**src/rtl/fd_somador_sinal_magnitude_if.sv**
```systemverilog
// Operand/strobe/result bundle between the adder control unit and its datapath.
// The control unit drives the master side; the datapath is the slave.
interface fd_somador_sinal_magnitude_if #(
  parameter int unsigned N = 8
);
  logic [N-1:0] A;
  logic [N-1:0] B;
  logic         loadAB;
  logic         loadmagAB;
  logic         compmag;
  logic         compsigns;
  logic         add_sub;
  logic         loadres;
  logic [N-1:0] result;
  logic         overflow;
  logic         ready;
  logic         seq_err;

  modport master (
    output A, B, loadAB, loadmagAB, compmag, compsigns, add_sub, loadres,
    input  result, overflow, ready, seq_err
  );

  modport slave (
    input  A, B, loadAB, loadmagAB, compmag, compsigns, add_sub, loadres,
    output result, overflow, ready, seq_err
  );
endinterface

```
**src/rtl/fd_somador_sinal_magnitude.sv**
```systemverilog
// Sign-magnitude adder/subtractor datapath for two's-complement operands, stepped by
// one-hot strobes; also polices the strobe order and flags protocol violations.
module fd_somador_sinal_magnitude #(
  parameter int unsigned N = 8
) (
  input  logic                             clk,
  input  logic                             RESET,
  fd_somador_sinal_magnitude_if.slave      bus
);

  typedef enum logic [2:0] {
    P_IDLE = 3'd0,
    P_AB   = 3'd1,
    P_MAG  = 3'd2,
    P_CMP  = 3'd3,
    P_SGN  = 3'd4,
    P_SUM  = 3'd5,
    P_RES  = 3'd6
  } phase_t;

  localparam logic [N:0] MaxPos = {2'b00, {(N-1){1'b1}}};
  localparam logic [N:0] MaxNeg = {2'b01, {(N-1){1'b0}}};

  phase_t       r_phase,     w_phase_d;
  logic [N-1:0] r_reg_a,     w_reg_a_d;
  logic [N-1:0] r_reg_b,     w_reg_b_d;
  logic         r_s_a,       w_s_a_d;
  logic         r_s_b,       w_s_b_d;
  logic [N-1:0] r_mag_a,     w_mag_a_d;
  logic [N-1:0] r_mag_b,     w_mag_b_d;
  logic         r_a_ge_b,    w_a_ge_b_d;
  logic         r_same_sign, w_same_sign_d;
  logic [N:0]   r_mag_r,     w_mag_r_d;
  logic         r_s_r,       w_s_r_d;
  logic [N-1:0] r_result,    w_result_d;
  logic         r_overflow,  w_overflow_d;
  logic         r_ready,     w_ready_d;
  logic         r_seq_err,   w_seq_err_d;

  logic [5:0]   w_strobes;
  logic         w_multi;
  logic [N:0]   w_sum;
  logic         w_s_sum;
  logic [N-1:0] w_res_low;

  assign w_strobes = {bus.loadAB, bus.loadmagAB, bus.compmag, bus.compsigns, bus.add_sub,
                      bus.loadres};
  // More than one bit set iff clearing the lowest set bit leaves something behind.
  assign w_multi   = |(w_strobes & (w_strobes - 6'd1));

  always_comb begin
    if (r_same_sign) begin
      w_sum   = {1'b0, r_mag_a} + {1'b0, r_mag_b};
      w_s_sum = r_s_a;
    end else if (r_a_ge_b) begin
      w_sum   = {1'b0, r_mag_a - r_mag_b};
      w_s_sum = r_s_a;
    end else begin
      w_sum   = {1'b0, r_mag_b - r_mag_a};
      w_s_sum = r_s_b;
    end
  end

  assign w_res_low = r_mag_r[N-1:0];

  always_comb begin
    w_phase_d     = r_phase;
    w_reg_a_d     = r_reg_a;
    w_reg_b_d     = r_reg_b;
    w_s_a_d       = r_s_a;
    w_s_b_d       = r_s_b;
    w_mag_a_d     = r_mag_a;
    w_mag_b_d     = r_mag_b;
    w_a_ge_b_d    = r_a_ge_b;
    w_same_sign_d = r_same_sign;
    w_mag_r_d     = r_mag_r;
    w_s_r_d       = r_s_r;
    w_result_d    = r_result;
    w_overflow_d  = r_overflow;
    w_ready_d     = r_ready;
    w_seq_err_d   = r_seq_err;

    if (w_multi) begin
      w_seq_err_d = 1'b1;
    end else if (bus.loadAB) begin
      w_reg_a_d   = bus.A;
      w_reg_b_d   = bus.B;
      w_s_a_d     = bus.A[N-1];
      w_s_b_d     = bus.B[N-1];
      w_ready_d   = 1'b0;
      w_seq_err_d = 1'b0;
      w_phase_d   = P_AB;
    end else if (bus.loadmagAB) begin
      if (r_phase == P_AB) begin
        w_mag_a_d = r_s_a ? (~r_reg_a + 1'b1) : r_reg_a;
        w_mag_b_d = r_s_b ? (~r_reg_b + 1'b1) : r_reg_b;
        w_phase_d = P_MAG;
      end else begin
        w_seq_err_d = 1'b1;
      end
    end else if (bus.compmag) begin
      if (r_phase == P_MAG) begin
        w_a_ge_b_d = (r_mag_a >= r_mag_b);
        w_phase_d  = P_CMP;
      end else begin
        w_seq_err_d = 1'b1;
      end
    end else if (bus.compsigns) begin
      if (r_phase == P_CMP) begin
        w_same_sign_d = (r_s_a == r_s_b);
        w_phase_d     = P_SGN;
      end else begin
        w_seq_err_d = 1'b1;
      end
    end else if (bus.add_sub) begin
      if (r_phase == P_SGN) begin
        w_mag_r_d = w_sum;
        w_s_r_d   = (w_sum == '0) ? 1'b0 : w_s_sum;
        w_phase_d = P_SUM;
      end else begin
        w_seq_err_d = 1'b1;
      end
    end else if (bus.loadres) begin
      if (r_phase == P_SUM) begin
        w_result_d   = r_s_r ? (~w_res_low + 1'b1) : w_res_low;
        w_overflow_d = r_s_r ? (r_mag_r > MaxNeg) : (r_mag_r > MaxPos);
        w_ready_d    = 1'b1;
        w_phase_d    = P_RES;
      end else if (r_phase != P_RES) begin
        // Held loadres in the control unit's done state is legal in P_RES.
        w_seq_err_d = 1'b1;
      end
    end
  end

  always_ff @(posedge clk or posedge RESET) begin
    if (RESET) begin
      r_phase     <= P_IDLE;
      r_reg_a     <= '0;
      r_reg_b     <= '0;
      r_s_a       <= 1'b0;
      r_s_b       <= 1'b0;
      r_mag_a     <= '0;
      r_mag_b     <= '0;
      r_a_ge_b    <= 1'b0;
      r_same_sign <= 1'b0;
      r_mag_r     <= '0;
      r_s_r       <= 1'b0;
      r_result    <= '0;
      r_overflow  <= 1'b0;
      r_ready     <= 1'b0;
      r_seq_err   <= 1'b0;
    end else begin
      r_phase     <= w_phase_d;
      r_reg_a     <= w_reg_a_d;
      r_reg_b     <= w_reg_b_d;
      r_s_a       <= w_s_a_d;
      r_s_b       <= w_s_b_d;
      r_mag_a     <= w_mag_a_d;
      r_mag_b     <= w_mag_b_d;
      r_a_ge_b    <= w_a_ge_b_d;
      r_same_sign <= w_same_sign_d;
      r_mag_r     <= w_mag_r_d;
      r_s_r       <= w_s_r_d;
      r_result    <= w_result_d;
      r_overflow  <= w_overflow_d;
      r_ready     <= w_ready_d;
      r_seq_err   <= w_seq_err_d;
    end
  end

  assign bus.result   = r_result;
  assign bus.overflow = r_overflow;
  assign bus.ready    = r_ready;
  assign bus.seq_err  = r_seq_err;

endmodule
```
**src/flat_wrapper.sv**
```systemverilog
// flat-port wrapper written by rule: the top's interface ports become plain ports
module fd_somador_sinal_magnitude_flat 
#(
  parameter int unsigned N = 8
)
  (clk, RESET, bus_A, bus_B, bus_loadAB, bus_loadmagAB, bus_compmag, bus_compsigns, bus_add_sub, bus_loadres, bus_result, bus_overflow, bus_ready, bus_seq_err);
  fd_somador_sinal_magnitude_if #(.N(N)) bus_i ();
  input  logic clk;
  input  logic RESET;
  input wire logic [$bits(bus_i.A)-1:0] bus_A;
  input wire logic [$bits(bus_i.B)-1:0] bus_B;
  input wire logic [$bits(bus_i.loadAB)-1:0] bus_loadAB;
  input wire logic [$bits(bus_i.loadmagAB)-1:0] bus_loadmagAB;
  input wire logic [$bits(bus_i.compmag)-1:0] bus_compmag;
  input wire logic [$bits(bus_i.compsigns)-1:0] bus_compsigns;
  input wire logic [$bits(bus_i.add_sub)-1:0] bus_add_sub;
  input wire logic [$bits(bus_i.loadres)-1:0] bus_loadres;
  output wire logic [$bits(bus_i.result)-1:0] bus_result;
  output wire logic [$bits(bus_i.overflow)-1:0] bus_overflow;
  output wire logic [$bits(bus_i.ready)-1:0] bus_ready;
  output wire logic [$bits(bus_i.seq_err)-1:0] bus_seq_err;
  assign bus_i.A = bus_A;
  assign bus_i.B = bus_B;
  assign bus_i.loadAB = bus_loadAB;
  assign bus_i.loadmagAB = bus_loadmagAB;
  assign bus_i.compmag = bus_compmag;
  assign bus_i.compsigns = bus_compsigns;
  assign bus_i.add_sub = bus_add_sub;
  assign bus_i.loadres = bus_loadres;
  assign bus_result = bus_i.result;
  assign bus_overflow = bus_i.overflow;
  assign bus_ready = bus_i.ready;
  assign bus_seq_err = bus_i.seq_err;
  fd_somador_sinal_magnitude #(.N(N)) u_core (.clk(clk), .RESET(RESET), .bus(bus_i));
endmodule
```
**config.mk**
```make
export PLATFORM = sky130hd
export DESIGN_NAME = fd_somador_sinal_magnitude_flat
export DESIGN_NICKNAME = d
export VERILOG_FILES = /design/src/rtl/fd_somador_sinal_magnitude_if.sv /design/src/rtl/fd_somador_sinal_magnitude.sv /design/src/flat_wrapper.sv
export SDC_FILE = /design/constraint.sdc
export NUM_CORES = 1
export LEC_CHECK = 0
export BUFFER_PORTS_ARGS = -buffer_cell sky130_fd_sc_hd__buf_2
export CAP_MARGIN = 20
export CORE_AREA = 2 2 98 81
export CTS_CLUSTER_DIAMETER = 50
export CTS_CLUSTER_SIZE = 28
export DETAILED_ROUTE_END_ITERATION = 8
export DIE_AREA = 0 0 100 83
export PLACE_DENSITY = 0.83
export SYNTH_ARGS = -nofsm -noshare
export SYNTH_HDL_FRONTEND = slang
export SYNTH_SLANG_ARGS = --single-unit
```
**constraint.sdc**
```tcl
create_clock -name clk -period 2.3 [get_ports clk]
set_input_delay 0.23 -clock clk [delete_from_list [all_inputs] [get_ports clk]]
set_output_delay 0.23 -clock clk [all_outputs]
set_load 0.03 [all_outputs]
```
After elaboration in Yosys (flattened, before gate mapping):

Cells that the tools add are included.

* register bits: 60
* bits in latches: 0
* bits in writable memories: 0
* bits in read-only memories: 0
* bits of input ports: 24
* logic and storage cells: 112
* memories kept: 0

* $add $sub $neg: 7
* multipliers: 0
* divide/modulo/power cells: 0
* $lt $le $gt $ge: 3
* equality and inequality tests: 20
* shift-type cells: 0
* mux-type cells: 40
* bitwise logic cells: 10
* reduce and logical (&&, ||, !) cells: 17

Operators by type and width (count)
* $mux 3: 11
* $mux 8: 4
* $reduce_and 7->1: 4
* $add 8x1->8 const B: 3
* $mux 1: 24
* $not 8->8: 3
* $sub 8x8->8: 2
* $ne 7x6->1 const B: 2
* $reduce_bool 7->1: 2
* $ne 6x5->1 const B: 2
* $reduce_bool 6->1: 2
* $ne 5x4->1 const B: 2
* $add 8x8->9: 1
* $gt 9x7->1 const B: 1
* $gt 9x8->1 const B: 1
* $logic_not 9->1: 1
* $mux 9: 1
* $ge 8x8->1: 1
* $ne 2x2->1 const B: 4
* $ne 4x3->1 const B: 2
* $reduce_and 8->1: 1
* $and 6x6->6: 1
* $eq 3x2->1 const B: 2
* $eq 3x3->1 const B: 2
* 12 further kinds: 18

Logic depth before layout (Yosys ltp):

Gate-level depths: netlist of run 1.

* depth after elaboration: 10
* depth in mapped cells: 11

Worst setup path before layout of run 1:

No wires, ideal clock.

* kind: register to register
* from: register u_core.r_mag_b[0]
* to: register u_core.r_s_r
* data arrival time: 2.044 ns
* setup slack: 0.125 ns
* cell stages (with the launch flop): 10
* buffers on the path: 0
* path through: dfrtp_1 > ha_1 > fa_1 > nor2b_1 > o21ai_1 > a311oi_1 > o31ai_1 > nand4_1 > nor4_1 > a31oi_1

* longest elaborated chain between the ends: 5
* elaborated cells on any way between the ends: 7
* those cells by class: add/sub (3); mux (3); reduce/logical (1)

RTL lines
* from (decl): RTL line fd_somador_sinal_magnitude.sv:30 `logic [N-1:0] r_mag_b, w_mag_b_d;`
* from (signal assigned): RTL line fd_somador_sinal_magnitude.sv:160 `r_mag_b <= w_mag_b_d;`
* $sub 8x8->8 (on tied branches): RTL line fd_somador_sinal_magnitude.sv:59, fd_somador_sinal_magnitude.sv:56
* $mux 8: RTL line fd_somador_sinal_magnitude.sv:55 `end else if (r_a_ge_b) begin`
* $mux 9 (*): RTL line fd_somador_sinal_magnitude.sv:52 `if (r_same_sign) begin`
* $logic_not 9->1 (*): RTL line fd_somador_sinal_magnitude.sv:118 `w_s_r_d = (w_sum == '0) ? 1'b0 : w_s_sum;`
* $mux 1 (*): RTL line fd_somador_sinal_magnitude.sv:118
* to (signal assigned): RTL line fd_somador_sinal_magnitude.sv:164 `r_s_r <= w_s_r_d;`
* to (decl): RTL line fd_somador_sinal_magnitude.sv:34 `logic r_s_r, w_s_r_d;`

Every way passes the cells marked *; elsewhere a longest branch is shown, timed or not.
A chain may end at the register's enable or synchronous reset.

Final worst setup path of run 1:

* from: register u_core.r_mag_a[0]
* to: register u_core.r_s_r

* longest elaborated chain between the ends: 5
* elaborated cells on any way between the ends: 7
* those cells by class: add/sub (3); mux (3); reduce/logical (1)

RTL lines
* from (decl): RTL line fd_somador_sinal_magnitude.sv:29 `logic [N-1:0] r_mag_a, w_mag_a_d;`
* from (signal assigned): RTL line fd_somador_sinal_magnitude.sv:159 `r_mag_a <= w_mag_a_d;`
* $sub 8x8->8 (on tied branches): RTL line fd_somador_sinal_magnitude.sv:59, fd_somador_sinal_magnitude.sv:56
* $mux 8: RTL line fd_somador_sinal_magnitude.sv:55
* $mux 9 (*): RTL line fd_somador_sinal_magnitude.sv:52
* $logic_not 9->1 (*): RTL line fd_somador_sinal_magnitude.sv:118
* $mux 1 (*): RTL line fd_somador_sinal_magnitude.sv:118

Marked as above.

==> results.cfg, run 1 <==
[floorplanning]
floorplan.core_area_um2 = 7290
initial_utilization = 0.530
floorplan.io_pins = 35
dieArea_um2 = 8300
dieWidth_um = 100
rows = 28
die_height_um = 83

[placement]
place_congestion = 0.915
placement.io_buffers = 34
dp_hpwl_mm = 6.03
placed_area_um2 = 4170

[timing]
maxSlewViolCount = 0
timing_worst_slew_pin_value_ps = 482
final.hold.worst_slack_ps = 87.3
fmaxAchievable_ghz = 0.412
finalCriticalPeriod_ps = 2420
unrepaired_setup_endpoints_after_global_routing = true
skew_ps = 8.27
timing_hold_violations_final = 0
setup_viol = 2
max_slew_margin = 0.679
setup_slack_ps = -125
finalCritPeriodShare = 1.05

[logic_synthesis]
synth_area_leaders = sky130_fd_sc_hd__dfrtp_1 38%, sky130_fd_sc_hd__ha_1 9.4%, sky130_fd_sc_hd__mux2_2 5.0%
edff_count_synth = 0
yosysWarningCount = 0
syn_inst = 418
postSynth.asyncResetShare = 1.00
ys_ff_latch = 58
synthDistinctLibCells = 58
netlist.area_leader.share = 0.376
synth-main-ff-cell = sky130_fd_sc_hd__dfrtp_1
syn-num-nets = 474
synthDominantAreaCellType = sky130_fd_sc_hd__dfrtp_1
synth.cells.most_frequent = 58 x sky130_fd_sc_hd__dfrtp_1, 38 x sky130_fd_sc_hd__nor2_1, 33 x sky130_fd_sc_hd__a21oi_1, 33 x sky130_fd_sc_hd__o21ai_0, 30 x sky130_fd_sc_hd__nand2_1
synthMostInstantiatedCell = sky130_fd_sc_hd__dfrtp_1
synth.cell_area_um2 = 3860
synthesis.area_per_instance_um2 = 9.24
synth.yosys.seq_area_share = 0.376

[pwr]
p_per_area_nw_per_um2 = 977
vdd_ir_max_v = 0.000658
static-leakage-power_nw = 2.09

[finish]
layout.filler_cells = 608
area_growth_syn_to_layout_pct = 18.0
finish.net_count = 525
ratio_of_cells_with_drive_above_1_in_the_final_layout = 0.265
num_antenna_cells = 0
postLayoutCellArea_um2 = 4550

[worst_setup_path]
worst_setup_path_end_kind = register
setup.worst_path.class = register to register
cell_chain_critical_path = ha_2 -> fa_2 -> nor2b_4 -> o21ai_2 -> a311oi_2 -> o31ai_1 -> nand4_1 -> nor4_2 -> a31oi_1
crit_family = compound AO/OA/AOI/OAI gates
crit_fanout = 4
critPathArrivalTime_ps = 2640
critical_path_startpoint_category = register
critical_path.n_buffers_inverters = 0
required_ps = 2520
crit_path_top_delay_cell = sky130_fd_sc_hd__dfrtp_1
max_stage_delay_ps = 430

[outcome]
violations = setup timing
status = complete, but fails checks

[min_path]
holdCritPathClass = input pin to register

[global_route]
antenna_found_initial = 0
grt.overflow.total = 0
grt_util_all_layers = 0.209
first_global_vias = 2984
grt_max_degree = 27
grt_pass1_wl_mm = 13.8

[route]
wire_per_inst_um = 14.9
detailroute.wirelength.met2_mm = 4.00
drt_first_iter_violations = 159
drtAntennaViolNets = 0
post_drt_via_cell_ratio = 5.59
dr.max_layer_used = met4
drt_pre_antenna_iters = 4
post-route-drc-count = 0
wire_length_on_met3_um = 425
totalWireLength_mm = 8.38
route.layer.met1.wl_mm = 3.79
detailroute.via_count = 3139

[clock_tree]
ctsLongestPathBuffers = 2
total_number_of_h_tree_levels = 3
worstSkewPairLatency_ps = 350
clk_pin_slew_worst_paths_ps = 60
tritoncts.num_buffers = 9
clock-sinks = 58
cts-root-buf = sky130_fd_sc_hd__clkbuf_8
tritoncts_clock_tree = done

[flow_run]
cap_viol_max_count = 0
flip-flops by register name (all words and copies together) (netlist names):
name                 cells
u_core.r_mag_a           8
u_core.r_mag_r           9
u_core.r_same_sign       1
u_core.r_reg_a           7
u_core.r_s_r             1
u_core.bus.seq_err       1
u_core.r_reg_b           7
u_core.r_a_ge_b          1
u_core.r_s_b             1
u_core.r_s_a             1
u_core.bus.ready         1
u_core.r_phase           3
u_core.bus.result        8
u_core.r_mag_b           8
u_core.bus.overflow      1
routing by layer:
metal | vias to the layer above | global-route usage
li1 | 1552 | -
met3 | 20 | 0.0488
met1 | 1482 | 0.275
met4 | 0 | 0.0760
met5 | - | 0
met2 | 85 | 0.335
power by group:
group / leakage [nW] / switching, W / total [W] / internal, W
clock network: 0.101 / 0.000395 / 0.000938 / 0.000543
registers: 0.745 / 0.000225 / 0.00142 / 0.00119
logic: 1.25 / 0.00118 / 0.00210 / 0.000920
total: 2.09 / 0.00180 / 0.00445 / 0.00266
cell usage in the layout, fill, tap and decap left out, types with 3 or more instances in the layout:
cell / n
sky130_fd_sc_hd__inv_2: 5
sky130_fd_sc_hd__nor2b_1: 7
sky130_fd_sc_hd__clkbuf_8: 11
sky130_fd_sc_hd__ha_2: 4
sky130_fd_sc_hd__a21oi_1: 33
sky130_fd_sc_hd__inv_1: 24
sky130_fd_sc_hd__nand3b_1: 3
sky130_fd_sc_hd__nor3_1: 8
sky130_fd_sc_hd__ha_1: 22
sky130_fd_sc_hd__buf_2: 34
sky130_fd_sc_hd__mux2_1: 5
sky130_fd_sc_hd__dfrtp_1: 57
sky130_fd_sc_hd__xnor2_1: 10
sky130_fd_sc_hd__nand2b_1: 5
sky130_fd_sc_hd__xor2_1: 15
sky130_fd_sc_hd__nand3_1: 6
sky130_fd_sc_hd__mux2i_1: 4
sky130_fd_sc_hd__fa_2: 3
sky130_fd_sc_hd__nand4_1: 4
sky130_fd_sc_hd__mux2_2: 17
sky130_fd_sc_hd__o21ai_1: 4
sky130_fd_sc_hd__nor2_1: 38
sky130_fd_sc_hd__o21bai_1: 4
sky130_fd_sc_hd__a21o_1: 3
sky130_fd_sc_hd__a31oi_1: 6
sky130_fd_sc_hd__ha_4: 3
sky130_fd_sc_hd__o31ai_1: 6
sky130_fd_sc_hd__buf_4: 22
sky130_fd_sc_hd__o21ai_0: 29
sky130_fd_sc_hd__nand2_1: 30
cell families (layout without fill, tap and decap cells):
| family | after synthesis | count (layout) | share of synthesized area |
|---|---|---|---|
| simple gates | 123 | 123 | 0.160 |
| compound gates | 106 | 106 | 0.169 |
| flops | 58 | 58 | 0.376 |
| buf+inv | 47 | 101 | 0.0518 |
| fa+ha+maj | 33 | 33 | 0.112 |
| mux | 26 | 26 | 0.0745 |
| xor+xnor | 25 | 25 | 0.0567 |
path summary, 6_finish.rpt:
kind / startpoint / to / slack, ps / depth (start not counted)
min: bus_B[5] / u_core.r_reg_b[5]$_DFFE_PP0P_ / 90 / 2
max reg2reg: u_core.r_mag_a[0]$_DFFE_PP0P_ / u_core.r_s_r$_DFFE_PP0P_ / -120 / 9
max: u_core.r_mag_a[0]$_DFFE_PP0P_ / u_core.r_s_r$_DFFE_PP0P_ / -120 / 9
min in group asynchronous: RESET / u_core.r_mag_b[1]$_DFFE_PP0P_ / 370 / 3
min reg2reg: u_core.bus.result[0]$_DFFE_PP0P_ / u_core.bus.result[0]$_DFFE_PP0P_ / 510 / 1
max in group asynchronous: RESET / u_core.r_reg_a[3]$_DFFE_PP0P_ / 1300 / 4
timing repair:
action,in CTS,in global routing
hold endpoints to repair,13,0
pin swaps,8,9
buffers inserted,6,2
setup endpoints to repair,1,8
hold buffers,1,0
gates resized for setup,10,23
through the flow:
stage / TNS, ps / util / setup slack, ps / total power, W / instances
2_1_floorplan: 0 / - / 125 / 0.00275 / 418
3_3_place_gp: 0 / 0.572 / 2.50 / 0.00319 / 539
3_5_place_dp: -131 / 0.572 / -131 / 0.00323 / 539
4_1_cts: -9.84 / 0.610 / -9.84 / 0.00427 / 560
5_1_grt: -211 / 0.625 / -150 / 0.00473 / 562
6_report: -141 / 0.625 / -125 / 0.00445 / 562
area by class of cell:
type,instances,area [um2],area share
inverters,29,109,0.0239
multi-input cells,313,2330,0.512
clock buffers,11,151,0.0332
well taps,90,113,0.0247
repair buffers,58,357,0.0783
clock inverters,3,40.0,0.00879
flip-flops and latches,58,1450,0.319
(Power assumes the default switching activity.)
==> run 2, diff against run 1 <==
Clock period 2.3 ns to 2.1 ns, I/O delays scaled along.
==> run 2 against run 1 <==
Compared with the run above: critical endpoint unchanged; largest cell class unchanged; the run still ends with setup timing left; power up 18%; largest power group unchanged; final cell count up 1.8%; sequential share of layout area shrank 0.87 points; fmax is 6.8% higher.
==> results.cfg, run 2 (synthesized netlist as in run 1, its figures left out) <==
[outcome]
status = complete, but fails checks
violations = setup timing

[floorplanning]
dieWidth_um = 100
die_height_um = 83
floorplan.io_pins = 35
floorplan.core_area_um2 = 7290
dieArea_um2 = 8300
initial_utilization = 0.530
rows = 28

[placement]
placement.io_buffers = 34
place_congestion = 0.912
dp_hpwl_mm = 5.97
dpl_worst_slack_ps = -262
placed_area_um2 = 4260

[timing]
maxSlewViolCount = 0
timing_worst_slew_pin_value_ps = 604
final.hold.worst_slack_ps = 66.8
finalCritPeriodShare = 1.08
max_slew_margin = 0.598
unrepaired_setup_endpoints_after_global_routing = true
setup_viol = 3
setup_slack_ps = -171
fmaxAchievable_ghz = 0.440
fin_tns_setup_ps = -296
finalCriticalPeriod_ps = 2270
skew_ps = 9.55
timing_hold_violations_final = 0

[flow_run]
cap_viol_max_count = 0

[worst_setup_path]
worst_setup_path_end_kind = register
crit_fanout = 3
critPathArrivalTime_ps = 2490
critical_path_startpoint_category = register
reg2reg_setup_slack_ps = -170
setup.worst_path.class = register to register
required_ps = 2320

[min_path]
holdCritPathClass = input pin to register

[route]
drt_pre_antenna_iters = 4
post_drt_via_cell_ratio = 5.52
drt_first_iter_violations = 119
detailroute.via_count = 3157
post-route-drc-count = 0
wire_per_inst_um = 14.6
totalWireLength_mm = 8.37
drtAntennaViolNets = 0

[global_route]
first_global_vias = 3114
grt_pass1_wl_mm = 13.9
grt_util_all_layers = 0.208
grt.overflow.total = 0
grt_max_degree = 59
antenna_found_initial = 0

[clock_tree]
worstSkewPairLatency_ps = 350
ctsLongestPathBuffers = 2
cts-root-buf = sky130_fd_sc_hd__clkbuf_8
clock-sinks = 58
tritoncts_clock_tree = done
clk_pin_slew_worst_paths_ps = 70
tritoncts.num_buffers = 9
total_number_of_h_tree_levels = 3

[finish]
num_antenna_cells = 0
layout.filler_cells = 603
ratio_of_cells_with_drive_above_1_in_the_final_layout = 0.295
finish.net_count = 533
largest_reg_flops = 9
postLayoutCellArea_um2 = 4690
layout.cells.most_common = sky130_fd_sc_hd__dfrtp_1
biggest_register = u_core.r_mag_r
area_growth_syn_to_layout_pct = 21.4
commonest_cells_after_routing_fill_and_taps_aside = 56 x sky130_fd_sc_hd__dfrtp_1, 37 x sky130_fd_sc_hd__nor2_1, 34 x sky130_fd_sc_hd__buf_2

[pwr]
vdd_ir_max_v = 0.000708
static-leakage-power_nw = 2.12
p_per_area_nw_per_um2 = 1120
## run 2: per-stage QoR
| stage | total power, W | util | std cells |
|---|---|---|---|
| after floorplan | 0.00302 | - | 418 |
| after global placement | 0.00365 | 0.584 | 549 |
| after detailed placement | 0.00372 | 0.584 | 549 |
| after CTS | 0.00492 | 0.622 | 568 |
| after global routing | 0.00561 | 0.643 | 572 |
| final | 0.00524 | 0.643 | 572 |
## run 2: repair_timing
action | 4_1_cts | 5_1_grt
gates cloned | 0 | 0
pin swaps | 10 | 17
resized for setup | 15 | 31
buffers inserted | 2 | 4
setup endpoints to repair | 6 | 8
hold buffers | 1 | 0
endpoints found under the hold margin | 58 | 0
## run 2: power by group
group	switching, W	internal, W
logic	0.00134	0.00124
registers	0.000250	0.00131
clock network	0.000489	0.000616
## run 2: routing by layer
layer	GRT usage	share of wire
met1	0.276	0.47
met2	0.325	0.46
met3	0.0699	0.054
met4	0.0623	0.017
met5	0	0
## run 2: worst paths after layout
check / from / end / cells after the start
max: u_core.r_mag_b[0]$_DFFE_PP0P_ / u_core.r_s_r$_DFFE_PP0P_ / 9
min: bus_A[1] / u_core.r_reg_a[1]$_DFFE_PP0P_ / 2
max reg2reg: u_core.r_mag_b[0]$_DFFE_PP0P_ / u_core.r_s_r$_DFFE_PP0P_ / 9
min reg2reg: u_core.bus.result[0]$_DFFE_PP0P_ / u_core.bus.result[0]$_DFFE_PP0P_ / 1
max in group asynchronous: RESET / u_core.r_mag_b[1]$_DFFE_PP0P_ / 4
min in group asynchronous: RESET / u_core.bus.ready$_DFFE_PP0P_ / 4
## run 2: cell type report
class                      instances  area [um2]  share of cell area
clock buffer                      11         151              0.0323
multi-input combinational        313        2360               0.503
sequential                        58        1450               0.310
inverter                          29         111              0.0238
timing repair buffer              66         437              0.0932
tap                               90         113              0.0240
clock inverter                     5        61.3              0.0131
## run 2: worst max-delay path, stage by stage, from the launching register on
cell                        delay (ps)
sky130_fd_sc_hd__dfrtp_1           400
sky130_fd_sc_hd__inv_1              80
sky130_fd_sc_hd__ha_2              190
sky130_fd_sc_hd__fa_2              370
sky130_fd_sc_hd__o31ai_4           200
sky130_fd_sc_hd__o2111ai_1         140
sky130_fd_sc_hd__a31oi_1           260
sky130_fd_sc_hd__xor2_1            130
sky130_fd_sc_hd__nor4_2            270
sky130_fd_sc_hd__a31oi_1           110
